### src/rtl/step_clk_gen_pkg.sv
// rtl/step_clk_gen_pkg.sv - shared encodings for the 74-series IC test tops
package step_clk_gen_pkg;

  localparam int BOARD_CLK_HZ = 27_000_000;

  typedef enum logic [1:0] {
    RELEASED     = 2'd0,
    PRESS_WAIT   = 2'd1,
    PRESSED      = 2'd2,
    RELEASE_WAIT = 2'd3
  } deb_state_t;

  // The button counts as down once a press is accepted, until a release is accepted.
  function automatic logic is_down(deb_state_t s);
    return (s == PRESSED) || (s == RELEASE_WAIT);
  endfunction

endpackage

### src/rtl/step_clk_gen_sync_2ff.sv
// rtl/step_clk_gen_sync_2ff.sv - generic two-flop synchronizer with a reset value
module sync_2ff #(
  parameter logic RESET_VAL = 1'b0
) (
  input  logic clk,
  input  logic rst,
  input  logic d,
  output logic q
);

  logic meta;

  always_ff @(posedge clk or posedge rst) begin
    if (rst) begin
      meta <= RESET_VAL;
      q    <= RESET_VAL;
    end else begin
      meta <= d;
      q    <= meta;
    end
  end

endmodule

### src/rtl/step_clk_gen.sv
// rtl/step_clk_gen.sv - debounced single-step / free-running clock source for IC models
module step_clk_gen
  import step_clk_gen_pkg::*;
#(
  parameter int DEBOUNCE_CYCLES = 270000,
  parameter int RUN_HALF        = 13500000
) (
  input  logic sys_clk,
  input  logic sys_rst,
  input  logic btn_n,
  input  logic run,
  output logic ic_clk,
  output logic step_pulse,
  output logic btn_level,
  output logic mode_q
);

  localparam int DEB_W = $clog2(DEBOUNCE_CYCLES);
  localparam int RUN_W = $clog2(RUN_HALF);
  localparam logic [DEB_W-1:0] DEB_LAST = DEB_W'(DEBOUNCE_CYCLES - 1);
  localparam logic [RUN_W-1:0] RUN_LAST = RUN_W'(RUN_HALF - 1);

  logic btn_s;
  logic run_s;

  sync_2ff #(.RESET_VAL(1'b0)) u_btn_sync (
    .clk (sys_clk),
    .rst (sys_rst),
    .d   (~btn_n),
    .q   (btn_s)
  );

  sync_2ff #(.RESET_VAL(1'b0)) u_run_sync (
    .clk (sys_clk),
    .rst (sys_rst),
    .d   (run),
    .q   (run_s)
  );

  deb_state_t       state, state_next;
  logic [DEB_W-1:0] deb_cnt, deb_cnt_next;
  logic [RUN_W-1:0] run_cnt, run_cnt_next;
  logic             run_clk, run_clk_next;
  logic             level_next, mode_next, ic_next;

  always_ff @(posedge sys_clk or posedge sys_rst) begin
    if (sys_rst) begin
      state      <= RELEASED;
      deb_cnt    <= '0;
      run_cnt    <= '0;
      run_clk    <= 1'b0;
      ic_clk     <= 1'b0;
      step_pulse <= 1'b0;
      btn_level  <= 1'b0;
      mode_q     <= 1'b0;
    end else begin
      state      <= state_next;
      deb_cnt    <= deb_cnt_next;
      run_cnt    <= run_cnt_next;
      run_clk    <= run_clk_next;
      ic_clk     <= ic_next;
      step_pulse <= ic_next & ~ic_clk;
      btn_level  <= level_next;
      mode_q     <= mode_next;
    end
  end

  always_comb begin
    state_next   = state;
    deb_cnt_next = deb_cnt;
    case (state)
      RELEASED: begin
        if (btn_s) begin
          state_next   = PRESS_WAIT;
          deb_cnt_next = '0;
        end
      end
      PRESS_WAIT: begin
        if (!btn_s) begin
          state_next = RELEASED;
        end else if (deb_cnt == DEB_LAST) begin
          state_next   = PRESSED;
          deb_cnt_next = '0;
        end else begin
          deb_cnt_next = deb_cnt + DEB_W'(1);
        end
      end
      PRESSED: begin
        if (!btn_s) begin
          state_next   = RELEASE_WAIT;
          deb_cnt_next = '0;
        end
      end
      RELEASE_WAIT: begin
        if (btn_s) begin
          state_next = PRESSED;
        end else if (deb_cnt == DEB_LAST) begin
          state_next   = RELEASED;
          deb_cnt_next = '0;
        end else begin
          deb_cnt_next = deb_cnt + DEB_W'(1);
        end
      end
      default: begin
        state_next   = RELEASED;
        deb_cnt_next = '0;
      end
    endcase

    level_next = is_down(state_next);

    // Mode only changes while the output is low, so a high phase is never cut short.
    mode_next = ic_clk ? mode_q : run_s;

    run_cnt_next = '0;
    run_clk_next = 1'b0;
    if (mode_next) begin
      if (run_cnt == RUN_LAST) begin
        run_cnt_next = '0;
        run_clk_next = ~run_clk;
      end else begin
        run_cnt_next = run_cnt + RUN_W'(1);
        run_clk_next = run_clk;
      end
    end

    ic_next = mode_next ? run_clk_next : level_next;
  end

endmodule

### config.mk
export PLATFORM = sky130hd
export DESIGN_NAME = step_clk_gen
export DESIGN_NICKNAME = d
export VERILOG_FILES = /design/src/rtl/step_clk_gen_pkg.sv /design/src/rtl/step_clk_gen_sync_2ff.sv /design/src/rtl/step_clk_gen.sv
export SDC_FILE = /design/constraint.sdc
export NUM_CORES = 1
export LEC_CHECK = 0
export CAP_MARGIN = 5
export CORE_ASPECT_RATIO = 1.4
export CORE_UTILIZATION = 55
export DETAILED_ROUTE_END_ITERATION = 7
export GPL_TIMING_DRIVEN = 0
export PLACE_DENSITY = 0.76
export SYNTH_ARGS = -nofsm -noshare
export SYNTH_HDL_FRONTEND = slang
export SYNTH_SLANG_ARGS = --single-unit
export TNS_END_PERCENT = 10
### constraint.sdc
create_clock -name sys_clk -period 2.72 [get_ports sys_clk]
set_input_delay 0.544 -clock sys_clk [delete_from_list [all_inputs] [get_ports sys_clk]]
set_output_delay 0.544 -clock sys_clk [all_outputs]
set_load 0.05 [all_outputs]
* Word level (Yosys, flattened, before mapping)
Index checks and enable logic that the tools add are counted.
** Word-level totals
- Register bits :: 54
- Bits in latches :: 0
- RAM bits :: 0
- Bits in read-only memories :: 0
- Memories :: 0
** Operators by class
- Add/sub/neg operators :: 2
- Multipliers :: 0
- Divide/modulo/power cells :: 0
- Magnitude comparators :: 0
- Eq/ne operators :: 11
- Shift-type cells :: 0
- Mux-type cells :: 19
- Bitwise gates (word level) :: 4
- Reduce and logical (&&, ||, !) cells :: 3
** Operators with widths (number)
- $mux W19 :: 5
- $pmux W19 S4 :: 1
- $mux W24 :: 2
- $add A24 B1 Y24 const B :: 1
- $eq A24 B24 Y1 const B :: 1
- $add A19 B1 Y19 const B :: 1
- $eq A19 B19 Y1 const B :: 1
- $mux W2 :: 6
- $eq A2 B2 Y1 const B :: 4
- $pmux W2 S4 :: 1
- $mux W1 :: 4
- $ne A2 B1 Y1 const B :: 2
- $ne A2 B2 Y1 const B :: 2
- $reduce_and A4 Y1 :: 1
- $not A1 Y1 :: 3
- $eq A2 B1 Y1 const B :: 1
- $logic_not A2 Y1 :: 1
- $and A1 B1 Y1 :: 1
- $logic_or A1 B1 Y1 :: 1

* Longest topological paths before layout
- Depth in word-level cells :: 8
- Gate-level depth with buffers :: 7

* Modules after synthesis
Synthesis repeated with hierarchy kept, for this count alone.
** Unflattened totals
- Cell total of the unflattened synthesis :: 267
- Area, all modules :: 2645.0 um2
** Modules (own cells, without submodules)
- step_clk_gen :: times used 1, cells an instance 261, area an instance 2537.4 um2
- sync_2ff :: times used 2, cells an instance 3, area an instance 53.8 um2

* Least setup slack after synthesis
OpenSTA, ideal clock, no wires.
- Path type :: register to register
- From :: register deb_cnt[0]
- To :: register step_pulse
- Setup time :: 148 ps
- Arrival time :: 1871 ps
- Path slack :: 701 ps
- Stages on the path, launching flop included :: 7
- Buffers on the path :: 0
- Clock period less this slack :: 2019 ps
- Cells stage by stage :: dfrtp_1 -> ha_1 -> nand4b_1 -> or4b_4 -> nor3_2 -> mux2i_1 -> a211oi_2
** Between the ends
- Word-level cells in the longest chain between the ends :: 8
** Ends and longest elaborated chain
- start: declaration :: RTL line step_clk_gen.sv:41 : logic [DEB_W-1:0] deb_cnt, deb_cnt_next;
- start signal: assignment :: RTL line step_clk_gen.sv:58 : deb_cnt <= deb_cnt_next;
- $eq A19 B19 Y1 * :: RTL line step_clk_gen.sv:81, step_clk_gen.sv:97
- $mux W2 (on tied branches) :: RTL line step_clk_gen.sv:97, step_clk_gen.sv:81
- $mux W2 (on tied branches) :: RTL line step_clk_gen.sv:95, step_clk_gen.sv:79
- $pmux W2 S4 * :: RTL line step_clk_gen.sv:71 : case (state)
- $eq A2 B2 Y1 :: RTL line step_clk_gen_pkg.sv:15 : return (s == PRESSED) || (s == RELEASE_WAIT);
- $logic_or A1 B1 Y1 * :: RTL line step_clk_gen_pkg.sv:15
- $mux W1 * :: RTL line step_clk_gen.sv:127 : ic_next = mode_next ? run_clk_next : level_next;
- $and A1 B1 Y1 * :: RTL line step_clk_gen.sv:62 : step_pulse <= ic_next & ~ic_clk;
- end signal: assignment :: RTL line step_clk_gen.sv:62
- end: declaration :: RTL line step_clk_gen.sv:13 : output logic step_pulse,
Every way passes the cells marked *; elsewhere a longest branch is shown, timed or not.
A chain may end at the register's enable or synchronous reset.

* Final worst setup path
- From :: register deb_cnt[0]
- To :: register ic_clk
** Between the ends
- Word-level cells in the longest chain between the ends :: 7
** Ends and longest elaborated chain
- $eq A19 B19 Y1 * :: RTL line step_clk_gen.sv:81, step_clk_gen.sv:97
- $mux W2 (on tied branches) :: RTL line step_clk_gen.sv:97, step_clk_gen.sv:81
- $mux W2 (on tied branches) :: RTL line step_clk_gen.sv:95, step_clk_gen.sv:79
- $pmux W2 S4 * :: RTL line step_clk_gen.sv:71
- $eq A2 B2 Y1 :: RTL line step_clk_gen_pkg.sv:15
- $logic_or A1 B1 Y1 * :: RTL line step_clk_gen_pkg.sv:15
- $mux W1 * :: RTL line step_clk_gen.sv:127
- via ic_next :: RTL line step_clk_gen.sv:44 : logic level_next, mode_next, ic_next;
- end signal: assignment :: RTL line step_clk_gen.sv:61 : ic_clk <= ic_next;
- end: declaration :: RTL line step_clk_gen.sv:12 : output logic ic_clk,
The timed path passes the listed nets; every way through them passes the cells marked *.

==> impl_metrics.prom <==
# TYPE chip_impl_metric gauge
chip_impl_info{name="outcome",value="finished, final reports clean"} 1
chip_impl_info{name="clk_root_buffer_cell",value="sky130_fd_sc_hd__clkbuf_8"} 1
chip_impl_metric{name="port_buffers",unit=""} 7
chip_impl_metric{name="syn_avg_cell_area",unit="sq um"} 9.85
chip_impl_info{name="synth.area.top_cells",value="sky130_fd_sc_hd__dfrtp_1, sky130_fd_sc_hd__nor2_1, sky130_fd_sc_hd__xor2_1"} 1
chip_impl_metric{name="finalWorstPathRequiredPeriod",unit="ns"} 2.24
chip_impl_metric{name="async_flop_share",unit="%"} 100
chip_impl_metric{name="routed_length_per_placed_instance",unit="microns"} 13.4
chip_impl_metric{name="effective_utilization_at_floorplan",unit="%"} 57.4
chip_impl_metric{name="route.detailed.vias_per_inst",unit=""} 5.38
chip_impl_metric{name="worst_supply_voltage_drop_on_vdd",unit="uV"} 449
chip_impl_metric{name="n_fill_cell",unit=""} 370
chip_impl_metric{name="floorplan.core_area",unit="sq um"} 4540
chip_impl_info{name="r2r_end",value="ic_clk"} 1
chip_impl_metric{name="die-area",unit="sq um"} 5010
chip_impl_metric{name="wire_length_reported_by_the_detailed_router",unit="microns"} 4550
chip_impl_metric{name="synth.yosys.warnings",unit=""} 0
chip_impl_metric{name="yosys_register_bits",unit=""} 54
chip_impl_info{name="timing_worst_setup_path_type",value="register to register"} 1
chip_impl_metric{name="grtUsageTotal",unit="%"} 21.3
chip_impl_info{name="hold_path_class",value="register to register"} 1
chip_impl_metric{name="cts_sinks",unit=""} 54
chip_impl_metric{name="maxSlewViolCount",unit=""} 0
chip_impl_info{name="post-synth-top-count-cell",value="sky130_fd_sc_hd__dfrtp_1"} 1
chip_impl_metric{name="floorplan.die.width",unit="microns"} 60.1
chip_impl_metric{name="drive_above_1_share",unit="%"} 8.96
chip_impl_metric{name="worstSkewPairLatency",unit="ns"} 0.30
chip_impl_metric{name="worst_slew_margin_rel",unit="%"} 56.3
chip_impl_metric{name="worst-path-max-fanout",unit=""} 5
chip_impl_metric{name="ctsLongestPathBuffers",unit=""} 2
chip_impl_metric{name="power_frac_seq",unit="%"} 59.9
chip_impl_metric{name="vias_in_the_first_global_route",unit=""} 1926
chip_impl_metric{name="antenna_found_initial",unit=""} 0
chip_impl_metric{name="max_freq",unit="GHz"} 0.446
chip_impl_metric{name="dieHeight",unit="microns"} 83.4
chip_impl_metric{name="pwr-share-comb",unit="%"} 10.2
chip_impl_metric{name="nets",unit=""} 285
chip_impl_metric{name="core_util_final",unit="%"} 62.9
chip_impl_metric{name="power_leakage",unit="nW"} 1.17
chip_impl_metric{name="detail_route.first_pass.iterations",unit=""} 4
chip_impl_info{name="setup.worst_path.start_class",value="register"} 1
chip_impl_metric{name="grt_max_degree",unit=""} 36
chip_impl_metric{name="cts_hold_buf",unit=""} 0
chip_impl_metric{name="endpoint_required_time_on_the_critical_path",unit="ns"} 2.89
chip_impl_metric{name="numCtsBuffers",unit=""} 5
chip_impl_metric{name="first_pass_grt_wire_length",unit="microns"} 8220
chip_impl_metric{name="dpl.hpwl",unit="microns"} 3380
chip_impl_metric{name="syn_area",unit="sq um"} 2600
chip_impl_metric{name="number_of_synthesized_flops_with_an_enable_pin",unit=""} 0
chip_impl_metric{name="net_switching_power",unit="W"} 0.000367
chip_impl_metric{name="cts_post_setup_buffers_inserted",unit=""} 0
chip_impl_metric{name="netSwitchingFraction",unit="%"} 25.8
chip_impl_metric{name="cp.arrival",unit="ns"} 2.41
chip_impl_metric{name="setup-tns-final",unit="ns"} 0
chip_impl_info{name="setup_repair_after_global_routing_missed_its_margin",value="no"} 1
chip_impl_metric{name="vias",unit=""} 1836
chip_impl_info{name="tritoncts",value="built"} 1
chip_impl_metric{name="grt_overflow",unit=""} 0
chip_impl_info{name="worstSetupStartpoint",value="deb_cnt[0]"} 1
chip_impl_metric{name="hold_viol",unit=""} 0
chip_impl_metric{name="route.antenna.remaining_nets",unit=""} 0
chip_impl_metric{name="ctsHtreeMaxLevel",unit=""} 2
chip_impl_metric{name="timing.final.setup_violations",unit=""} 0
chip_impl_metric{name="synth.distinct_cells",unit=""} 39
chip_impl_metric{name="remaining_drc_errors",unit=""} 0
chip_impl_info{name="reg2reg_from",value="deb_cnt[0]"} 1
chip_impl_metric{name="place_congestion",unit=""} 0.840
chip_impl_metric{name="syn-num-nets",unit=""} 270
chip_impl_metric{name="drv.max_cap_violation_count",unit=""} 0
chip_impl_metric{name="finalClockSkew",unit="ns"} 0.00972
chip_impl_metric{name="antenna_cells_inserted",unit=""} 0
chip_impl_metric{name="internal_power",unit="W"} 0.00105
chip_impl_info{name="synth.largest_area_cell",value="sky130_fd_sc_hd__dfrtp_1"} 1
chip_impl_metric{name="clock_power_share",unit="%"} 29.9
chip_impl_metric{name="final.period_utilization",unit="%"} 82.4
chip_impl_metric{name="reg2reg_depth",unit=""} 6
chip_impl_metric{name="synth-seq-area-share",unit="%"} 51.9
chip_impl_info{name="end_kind",value="register"} 1
chip_impl_metric{name="worst_slew_pin_slew",unit="ns"} 0.649
chip_impl_metric{name="worst_hold_path.num_cells",unit=""} 0
chip_impl_metric{name="syn2layout_area_growth",unit="%"} 9.67
chip_impl_info{name="commonest_cells_post_synth",value="sky130_fd_sc_hd__dfrtp_1, sky130_fd_sc_hd__nor2_1, sky130_fd_sc_hd__nand2_1"} 1
chip_impl_metric{name="post-synth-top-area-fraction",unit="%"} 51.9
chip_impl_metric{name="clk_transition_reported_paths",unit="ns"} 0.10
chip_impl_info{name="end_of_the_critical_path",value="ic_clk"} 1
chip_impl_metric{name="pin_count",unit=""} 8
chip_impl_metric{name="power.density_cell_area",unit="nW/um^2"} 498
chip_impl_metric{name="synthesis.instances",unit=""} 264
chip_impl_metric{name="post_cts_resize_count",unit=""} 0
chip_impl_metric{name="num_rows",unit=""} 29
chip_impl_metric{name="rrSetupSlack",unit="ns"} 0.48
chip_impl_metric{name="dr.first_iter.drc_count",unit=""} 101
chip_impl_metric{name="multiInputGateArea",unit="sq um"} 1170
chip_impl_metric{name="ff_latch_area",unit="sq um"} 1350
chip_impl_info{name="postSynth.topFlopCell",value="sky130_fd_sc_hd__dfrtp_1"} 1
## critical path: stages (launching register included)
cell and delay (ns):
sky130_fd_sc_hd__dfrtp_1 0.41, sky130_fd_sc_hd__ha_1 0.25, sky130_fd_sc_hd__nand4b_1 0.14, sky130_fd_sc_hd__or4b_4 0.55
sky130_fd_sc_hd__nor3_2 0.22, sky130_fd_sc_hd__mux2i_1 0.40, sky130_fd_sc_hd__a21oi_1 0.12
## power groups by stage
| stage | registers, W | clock network [W] | logic, W |
|---|---|---|---|
| 6_report | 0.000851 | 0.000425 | 0.000145 |
| 5_1_grt | 0.000855 | 0.000461 | 0.000162 |
| 4_1_cts | 0.000851 | 0.000439 | 0.000148 |
| 3_5_place_dp | 0.000867 | 0 | 0.000147 |
| 3_3_place_gp | 0.000866 | 0 | 0.000142 |
| 2_1_floorplan | 0.000886 | 0 | 0.0000814 |
## worst min-delay path by stage
stage | start | endpoint
2_1_floorplan | u_btn_sync.meta | u_btn_sync.q
3_3_place_gp | u_btn_sync.meta | u_btn_sync.q
3_5_place_dp | u_btn_sync.meta | u_btn_sync.q
4_1_cts | u_btn_sync.meta | u_btn_sync.q
5_1_grt | u_btn_sync.meta | u_btn_sync.q
6_report | u_btn_sync.meta | u_btn_sync.q
## kinds of logic after synthesis
group | count (synthesis) | synth area share, %
buffers and inverters | 18 | 3.17
adders and majority gates | 2 | 0.962
muxes | 3 | 1.15
xor gates and xnor gates | 33 | 11.1
DFF | 54 | 51.9
AOI/OAI and AO/OA | 21 | 4.95
and+or+nand+nor | 133 | 26.7
## per-stage QoR
stage               instance area (sq um)  worst slack, ns  hold slack (ns)  std cells  total power (W)
floorplan                            2600            0.701            0.331        264         0.000967
global placement                     2750          -0.0648            0.334        333          0.00101
detailed placement                   2770            0.497            0.340        334          0.00101
CTS                                  2850            0.475            0.358        341          0.00144
global route                         2850            0.304            0.363        341          0.00148
finish                               2850            0.478            0.349        341          0.00142
## sequential cells by signal (all words and copies together), names as in the netlist
signal and flops:
btn_level 1, deb_cnt 19, ic_clk 1, mode_q 1, run_clk 1, run_cnt 24
state 2, step_pulse 1, u_btn_sync.meta 1, u_btn_sync.q 1, u_run_sync.meta 1, u_run_sync.q 1
## layout by cell type, fill, tap and decap left out, types with 2 or more instances in the layout
cell type                         instances
sky130_fd_sc_hd__dfrtp_1                 54
sky130_fd_sc_hd__nor2_1                  46
sky130_fd_sc_hd__nand2_1                 22
sky130_fd_sc_hd__xor2_1                  19
sky130_fd_sc_hd__nand3_1                 18
sky130_fd_sc_hd__xnor2_1                 14
sky130_fd_sc_hd__inv_1                   12
sky130_fd_sc_hd__nand4_1                 10
sky130_fd_sc_hd__o21ai_0                 10
sky130_fd_sc_hd__clkdlybuf4s50_1          7
sky130_fd_sc_hd__nor3_1                   5
sky130_fd_sc_hd__nor4_1                   5
sky130_fd_sc_hd__clkbuf_8                 5
sky130_fd_sc_hd__and3_1                   4
sky130_fd_sc_hd__a21oi_1                  4
sky130_fd_sc_hd__clkbuf_1                 3
sky130_fd_sc_hd__or4_1                    3
sky130_fd_sc_hd__mux2i_1                  3
sky130_fd_sc_hd__nand4bb_1                2
sky130_fd_sc_hd__o21a_1                   2
sky130_fd_sc_hd__nor3_2                   2
sky130_fd_sc_hd__or3_1                    2
sky130_fd_sc_hd__buf_6                    2
sky130_fd_sc_hd__nor4_2                   2
sky130_fd_sc_hd__nand2b_1                 2
sky130_fd_sc_hd__ha_1                     2
sky130_fd_sc_hd__clkinvlp_4               2
## cell type report
class                      count  share of cell area, %
sequential                    54                   47.4
buffer                         5                   1.18
clock buffer                   5                   2.41
clock inverter                 2                  0.526
inverter                      13                   1.71
multi-input combinational    192                   40.9
timing repair buffer           8                   3.16
tap                           62                   2.72
## routing by layer
metal	track usage, %	wire length, microns	vias to the layer above
met4	7.40	82	0
met1	25.3	1940	888
met2	37.3	2450	17
li1	-	-	924
met3	3.43	88	7
met5	0	0	-
Note: power is estimated with default switching activity, not from simulation.
